--- src/rtl/cross_mul_arbiter.sv ---
// cross_mul_arbiter: round-robin shared cross-product engine.
// Grants one of NREQ requesters and latches its three points P0, P1, P2.
// It then evaluates (x1-x0)*(y2-y0) - (y1-y0)*(x2-x0) over two passes of a
// single signed difference-product multiplier.
// Ports:
//   clk, reset           rising-edge clock, async active-high reset
//   req[NREQ]            request bits, one per requester
//   x0..y2[NREQ*CW]      packed unsigned coordinates, requester i at [i*CW +: CW]
//   gnt[NREQ]            one-cycle one-hot grant
//   done                 one-cycle result-valid pulse
//   done_id[3]           requester index owning the result
//   result[2*CW+2]       signed cross product
//   result_neg           result < 0
//   result_zero          result == 0 (collinear points)
module cross_mul_arbiter #(
    parameter int unsigned NREQ = 4,
    parameter int unsigned CW   = 10
) (
    input  logic                     clk,
    input  logic                     reset,
    input  logic [NREQ-1:0]          req,
    input  logic [NREQ*CW-1:0]       x0,
    input  logic [NREQ*CW-1:0]       y0,
    input  logic [NREQ*CW-1:0]       x1,
    input  logic [NREQ*CW-1:0]       y1,
    input  logic [NREQ*CW-1:0]       x2,
    input  logic [NREQ*CW-1:0]       y2,
    output logic [NREQ-1:0]          gnt,
    output logic                     done,
    output logic [2:0]               done_id,
    output logic signed [2*CW+1:0]   result,
    output logic                     result_neg,
    output logic                     result_zero
);

    localparam int unsigned IDW = (NREQ > 1) ? $clog2(NREQ) : 1;
    localparam int unsigned DW  = CW + 1;      // signed difference width
    localparam int unsigned PW  = 2 * CW + 1;  // signed product width
    localparam int unsigned RW  = 2 * CW + 2;  // signed result width

    typedef enum logic [1:0] {IDLE, MUL1, MUL2, DONE} state_t;

    state_t                 state, state_nxt;
    logic [IDW-1:0]         last, id, winner;
    logic                   win_vld;
    logic [CW-1:0]          sx0, sy0, sx1, sy1, sx2, sy2;
    logic signed [DW-1:0]   cx0, cy0, cx1, cy1, cx2, cy2;
    logic signed [DW-1:0]   mul_a, mul_b;
    logic signed [PW-1:0]   prod, p1;
    logic signed [RW-1:0]   diff;

    // Round-robin search: first set req bit upward from last+1 (mod NREQ)
    always_comb begin
        logic [IDW-1:0] idx;
        idx     = '0;
        win_vld = 1'b0;
        winner  = '0;
        for (int unsigned k = 1; k <= NREQ; k++) begin
            idx = IDW'((32'(last) + k) % NREQ);
            if (!win_vld && req[idx]) begin
                win_vld = 1'b1;
                winner  = idx;
            end
        end
    end

    // Operand select for the winning requester
    always_comb begin
        sx0 = '0; sy0 = '0; sx1 = '0; sy1 = '0; sx2 = '0; sy2 = '0;
        for (int unsigned i = 0; i < NREQ; i++) begin
            if (winner == IDW'(i)) begin
                sx0 = x0[i*CW +: CW];
                sy0 = y0[i*CW +: CW];
                sx1 = x1[i*CW +: CW];
                sy1 = y1[i*CW +: CW];
                sx2 = x2[i*CW +: CW];
                sy2 = y2[i*CW +: CW];
            end
        end
    end

    // State register
    always_ff @(posedge clk or posedge reset) begin
        if (reset) state <= IDLE;
        else       state <= state_nxt;
    end

    // Next-state logic
    always_comb begin
        state_nxt = state;
        case (state)
            IDLE:    if (win_vld) state_nxt = MUL1;
            MUL1:    state_nxt = MUL2;
            MUL2:    state_nxt = DONE;
            DONE:    state_nxt = IDLE;
            default: state_nxt = IDLE;
        endcase
    end

    // Multiplier operand steering: first pass in MUL1, second in MUL2
    always_comb begin
        mul_a = cx1 - cx0;
        mul_b = cy2 - cy0;
        if (state == MUL2) begin
            mul_a = cy1 - cy0;
            mul_b = cx2 - cx0;
        end
    end

    // The single shared multiplier; |product| <= (2^CW-1)^2 fits PW signed
    assign prod = PW'(mul_a) * PW'(mul_b);
    assign diff = RW'(p1) - RW'(prod);

    // Registered datapath and outputs
    always_ff @(posedge clk or posedge reset) begin
        if (reset) begin
            gnt         <= '0;
            done        <= 1'b0;
            done_id     <= '0;
            result      <= '0;
            result_neg  <= 1'b0;
            result_zero <= 1'b1;
            last        <= IDW'(NREQ - 1);
            id          <= '0;
            p1          <= '0;
            cx0 <= '0; cy0 <= '0; cx1 <= '0; cy1 <= '0; cx2 <= '0; cy2 <= '0;
        end else begin
            case (state)
                IDLE: begin
                    if (win_vld) begin
                        cx0  <= {1'b0, sx0};
                        cy0  <= {1'b0, sy0};
                        cx1  <= {1'b0, sx1};
                        cy1  <= {1'b0, sy1};
                        cx2  <= {1'b0, sx2};
                        cy2  <= {1'b0, sy2};
                        gnt  <= NREQ'(1) << winner;
                        last <= winner;
                        id   <= winner;
                    end
                end
                MUL1: begin
                    p1  <= prod;
                    gnt <= '0;
                end
                MUL2: begin
                    result      <= diff;
                    result_neg  <= diff[RW-1];
                    result_zero <= (diff == '0);
                    done        <= 1'b1;
                    done_id     <= 3'(id);
                end
                DONE: done <= 1'b0;
                default: ;
            endcase
        end
    end

endmodule

--- config.mk ---
export PLATFORM = sky130hd
export DESIGN_NAME = cross_mul_arbiter
export DESIGN_NICKNAME = d
export VERILOG_FILES = /design/src/rtl/cross_mul_arbiter.sv
export SDC_FILE = /design/constraint.sdc
export NUM_CORES = 1
export LEC_CHECK = 0
export ABC_CLOCK_PERIOD_IN_PS = 9500
export BUFFER_PORTS_ARGS = -buffer_cell sky130_fd_sc_hd__buf_2
export CAP_MARGIN = 20
export CORE_MARGIN = 1.5
export CORE_UTILIZATION = 53
export CTS_BUF_LIST = sky130_fd_sc_hd__clkbuf_2
export CTS_CLUSTER_DIAMETER = 40
export DETAILED_ROUTE_END_ITERATION = 16
export PLACE_DENSITY = 0.8
export SYNTH_ARGS = -nofsm -noshare
export SYNTH_HDL_FRONTEND = slang
export SYNTH_SLANG_ARGS = --single-unit
--- constraint.sdc ---
create_clock -name clk -period 9.5 [get_ports clk]
set_input_delay 2.375 -clock clk [delete_from_list [all_inputs] [get_ports clk]]
set_output_delay 2.375 -clock clk [all_outputs]
set_load 0.01 [all_outputs]
---- Word level (Yosys, flattened, before mapping) ----
Cells that the tools add are included.
Widths: inputs -> output; s select.
operators by class
  multiply operators ...................... 1
  multiplexer cells ....................... 47
  shift-type cells ........................ 1
  order comparisons ....................... 4
  add/sub/neg operators ................... 9
  reductions and logical operators ........ 13
  equality and inequality tests ........... 7
operators by type and width
  operator             count
  $mux 10              24
  $sub 10x10->11       4
  $logic_not 22->1     1
  $mux 11              2
  $sub 21x21->22       1
  $mul 11x11->21       1
  $lt 2x3->1 const B   4
  $mux 2               5
  $bmux 1 s2           4
  $eq 2x2->1 const B   4
  $mux 1               8
  $pmux 2 s4           1
  $pmux 4 s2           1
  $add 2x1->2 const B  2
  $add 2x2->2 const B  2
  $eq 2x1->1 const B   2
  $logic_not 2->1      2
  $mux 4               1
  $reduce_and 2->1     2
  $reduce_bool 2->1    2
  $shl 1x2->4 const A  1
  $logic_and 1x1->1    3
  $logic_not 1->1      3
  $ne 2x2->1 const B   1
  $pmux 1 s2           1
word-level totals
  output and inout bits ................... 32
  word-level logic and storage cells ...... 98
  register bits ........................... 118
  input bits .............................. 246

---- Longest topological paths before layout ----
  depth in word-level cells ............... 18
  mapped depth ............................ 44
  mapped depth without buffers ............ 44

---- Worst setup path before layout ----
No wires, ideal clock.
  path type ............................... register to register
  start ................................... register cx0[1]
  end ..................................... register result_zero
  cell stages (with the launch flop) ...... 43
  period minus slack after synthesis ...... 8,954 ps
  required time ........................... 9,409 ps
  setup time .............................. 91 ps
  data arrival time ....................... 8,864 ps
  setup slack ............................. 546 ps
  buffers on the path ..................... 1
  cells stage by stage .................... dfrtp_1 -> inv_1 -> ha_1 -> nor2b_1 -> o21ai_0 -> a21boi_0 -> o21ai_0 -> a21boi_0 -> o21ai_0 -> a21boi_0 -> o21ai_0 -> a21oi_1 -> nor4_1 -> clkbuf_1 -> nand2_1 -> fa_1 -> inv_1 -> fa_1 -> [... 7 more ...] -> a21oi_1 -> o211ai_1 -> a31oi_1 -> o21ai_1 -> a21o_1 -> a21oi_1 -> xnor2_1 -> xnor2_1 -> ha_1 -> nor2b_1 -> nor4_1 -> nand2_1 -> or4_1 -> nor4_1 -> nand4_1 -> nor4_1 -> nand4_1 -> o31ai_1
on the way
  word-level cells in the longest chain between the ends .. 5
  elaborated cells between the ends (all ways) .. 7
  those cells by class .................... add/sub: 3; mul: 1; mux: 2; reduce/logical: 1
RTL lines
  what                                      RTL line  source
  start, declared                           47        logic signed [DW-1:0] cx0, cy0, cx1, cy1, cx2, cy2;
  start signal, assigned                    131       cx0 <= {1'b0, sx0};
  $sub 10x10->11, on equally long branches  102, 106
  $mux 11                                   104       if (state == MUL2) begin
  $mul 11x11->21 *                          111       assign prod = PW'(mul_a) * PW'(mul_b);
  $sub 21x21->22 *                          112       assign diff = RW'(p1) - RW'(prod);
  $logic_not 22->1 *                        149       result_zero <= (diff == '0);
  end signal, assigned                      149
  end, declared                             33        output logic result_zero
Every way passes the cells marked *; elsewhere a longest branch is shown, timed or not.
A chain may end at the register's enable or synchronous reset.

---- Final worst setup path ----
  start ................................... register cx0[0]
  end ..................................... register result[20]
on the way
  word-level cells in the longest chain between the ends .. 4
  elaborated cells between the ends (all ways) .. 6
  those cells by class .................... add/sub: 3; mul: 1; mux: 2
RTL lines
  what                                      RTL line  source
  $sub 10x10->11, on equally long branches  102, 106
  $mux 11                                   104
  $mul 11x11->21 *                          111
  $sub 21x21->22 *                          112
  end signal, assigned                      147       result <= diff;
  end, declared                             31        output logic signed [2*CW+1:0] result,
Marked as above.

==> out/metrics.cfg <==
[run_status]
status = complete, no violations

[logic_synthesis]
ys_types = 64
yosys.area.top_type = dfrtp_1
yosysSeqAreaShare = 0.214
synth_area_leaders = dfrtp_1, fa_1, nand2_1, ha_1, o21ai_0
synth-seq-cells = 117
synth_top_area_frac = 0.208
synth_edf_count = 0
synthCells = 1796
syn_area_per_cell_sq_um = 7.64
netlist_area_sq_um = 13700
yosysWarnings = 0
async_flop_share = 1.00
synth_nets = 2266
synth_flop_cell = dfrtp_1

[sta]
slew_headroom = 0.344
hold_viol = 0
tightestPinTransition_ps = 984
fin_ws_ps = 386
fin_crit_sh = 0.959
finalCriticalPeriod_ps = 9110
setup_viol = 0
clock.fmax_ghz = 0.110
slew_violations = 0
finalClockSkew_ps = 36.7

[min_path]
hp-class = flop to flop
min_to = cx2[0]$_DFFE_PP0P_
min_from = cx2[0]$_DFFE_PP0P_
worstHoldPathCells = 2

[finish]
mostFrequentLayoutCell = nand2_1
drive_gt1_frac = 0.231
nets = 2534
fin_cells = 2409
layout_common_cells = nand2_1, buf_2, inv_1, o21ai_0
final_cell_area_sq_um = 16200
fin_util = 0.643
syn2layout_area_growth_pct = 18.4

[global_routing]
grt_max_degree = 122
gr-usage-all-layers = 0.288
grt_first_pass_wirelength_microns = 60800
antenna_found_initial = 2
grt_pass1_vias = 12700
gr-total-overflow = 0

[critical_path]
cp.required_ps = 10130
worstRegToRegCells = 37
max_stage_delay_ps = 540
crit_path_top_delay_cell = fa_1
worstSetupPathType = flop to flop
critPathLaunch = cx0[0]$_DFFE_PP0P_
regToRegStartpoint = cx0[0]$_DFFE_PP0P_
reg2reg_to = result[20]$_DFFE_PP0P_
rrSetupSlack_ps = 390
crit_arrival_ps = 9750
cp-end-kind = flop
worstSetupStartpointType = flop
cp_common_cell = fa_1
path_max_fanout = 4

[place]
dpl_worst_slack_ps = -215
dp_hpwl_microns = 30400
dpl.cell_count = 2352
portBuffers = 276
dpl_cell_area_sq_um = 15500
gp_congestion = 0.925

[drt]
dr.first_iter.drc_count = 739
wl_microns = 37700
postRouteAntennaNets = 0
routedWlPerCell_microns = 15.7
dr.pass1.iters = 5
drc = 0
via_per_inst = 5.37
vias = 12900

[clock_tree]
h-tree-depth = 4
clk_latency_ps = 740
cts_inserted_buffers = 17
cts_tree = built
cts_root_buffer = clkbuf_2
clockBufferDepth = 2
cts.sinks = 117
clk_pin_slew_ps = 200

[floorplan]
start_util = 0.543
dieArea_sq_um = 26900
ios = 278
row_count = 58
die_w_microns = 164
die_h_microns = 164
core-area_sq_um = 25300

[flow_run]
max_cap_violations = 0

==> through the flow <==
step	hold slack [ps]	setup TNS, ps
floorplan	444	0
global placement	463	0
detailed placement	469	-215
CTS	510	0
global route	536	-202
finish	509	0
==> kinds of logic after synthesis <==
logic type                 count (synthesis)  synth area share
other                                      1          0.000273
and+or+nand+nor                          734             0.226
buffers and inverters                    308            0.0848
xor gates and xnor gates                  63            0.0402
adders and majority gates                230             0.274
AOI/OAI and AO/OA                        309             0.134
muxes                                     34            0.0271
DFF                                      117             0.214
==> worst max path at each step <==
| stage | end | slack, ps | depth (start not counted) |
|---|---|---|---|
| floorplan | result_zero$_DFFE_PP1P_ | 550 | 42 |
| global placement | result_zero$_DFFE_PP1P_ | 170 | 42 |
| detailed placement | result_zero$_DFFE_PP1P_ | -210 | 42 |
| CTS | result_zero$_DFFE_PP1P_ | 5 | 42 |
| global route | result_zero$_DFFE_PP1P_ | -110 | 42 |
| finish | result[20]$_DFFE_PP0P_ | 390 | 37 |
==> metal layers <==
| layer | GRT usage | vias to the layer above | part of all wire |
|---|---|---|---|
| met1 | 0.339 | 6145 | 0.40 |
| met3 | 0.0442 | 93 | 0.045 |
| met5 | 0 | - | 0 |
| li1 | - | 6314 | - |
| met4 | 0.118 | 0 | 0.037 |
| met2 | 0.519 | 396 | 0.52 |
==> area by class of cell <==
cell class	instances	area, sq um
multi-input combinational	1371	9960
fill	2240	9010
sequential	117	2930
timing repair buffer	334	1840
inverter	223	840
tap	330	413
clock inverter	15	168
clock buffer	17	85.1
antenna	2	5.00
==> flip-flops by register name, summed over array words and instances (netlist names), 4 cells and up <==
| name | count |
|---|---|
| cx1 | 10 |
| cx2 | 10 |
| cx0 | 10 |
| result | 22 |
| cy1 | 10 |
| cy2 | 10 |
| gnt | 4 |
| p1 | 21 |
| cy0 | 10 |
==> worst max-delay path, delay by kind of cell (launching register included) <==
family	cells	cell delay, ps
AND/OR/NAND/NOR	8	1220
multiplexers	1	270
adder cells (fa/ha/maj)	11	4370
XOR/XNOR	2	410
AO/OA/AOI/OAI	11	1900
flip-flops	1	460
buffers and inverters	4	350
==> Yosys cell counts, types with 5 or more instances <==
master    number
and2_1         9
o211ai_1       6
o21a_1         8
a211oi_1       8
mux2i_1        9
nor3_1        11
xnor2_1       38
or3_1          9
clkbuf_1      79
nand4_1        5
o21ai_0      181
ha_1         106
fa_1         118
nand2_1      459
mux2_2        25
nand3_1       67
dfrtp_1      114
nor2_1       108
xor2_1        25
a21boi_0      10
nor2b_1       24
a21oi_1       38
nor4_1         9
nand2b_1      16
inv_1        223
a21o_1        18
o21ai_1        5
==> timing repair <==
action                                  CTS  global route
gates resized for setup                  12            90
buffers inserted                          4            19
hold buffers                              0             0
pin swaps                                 1            49
endpoints found under the setup margin    2             5
Power is not shown: default switching activity piles up to over one toggle a cycle in this logic, so the estimate is an artifact.
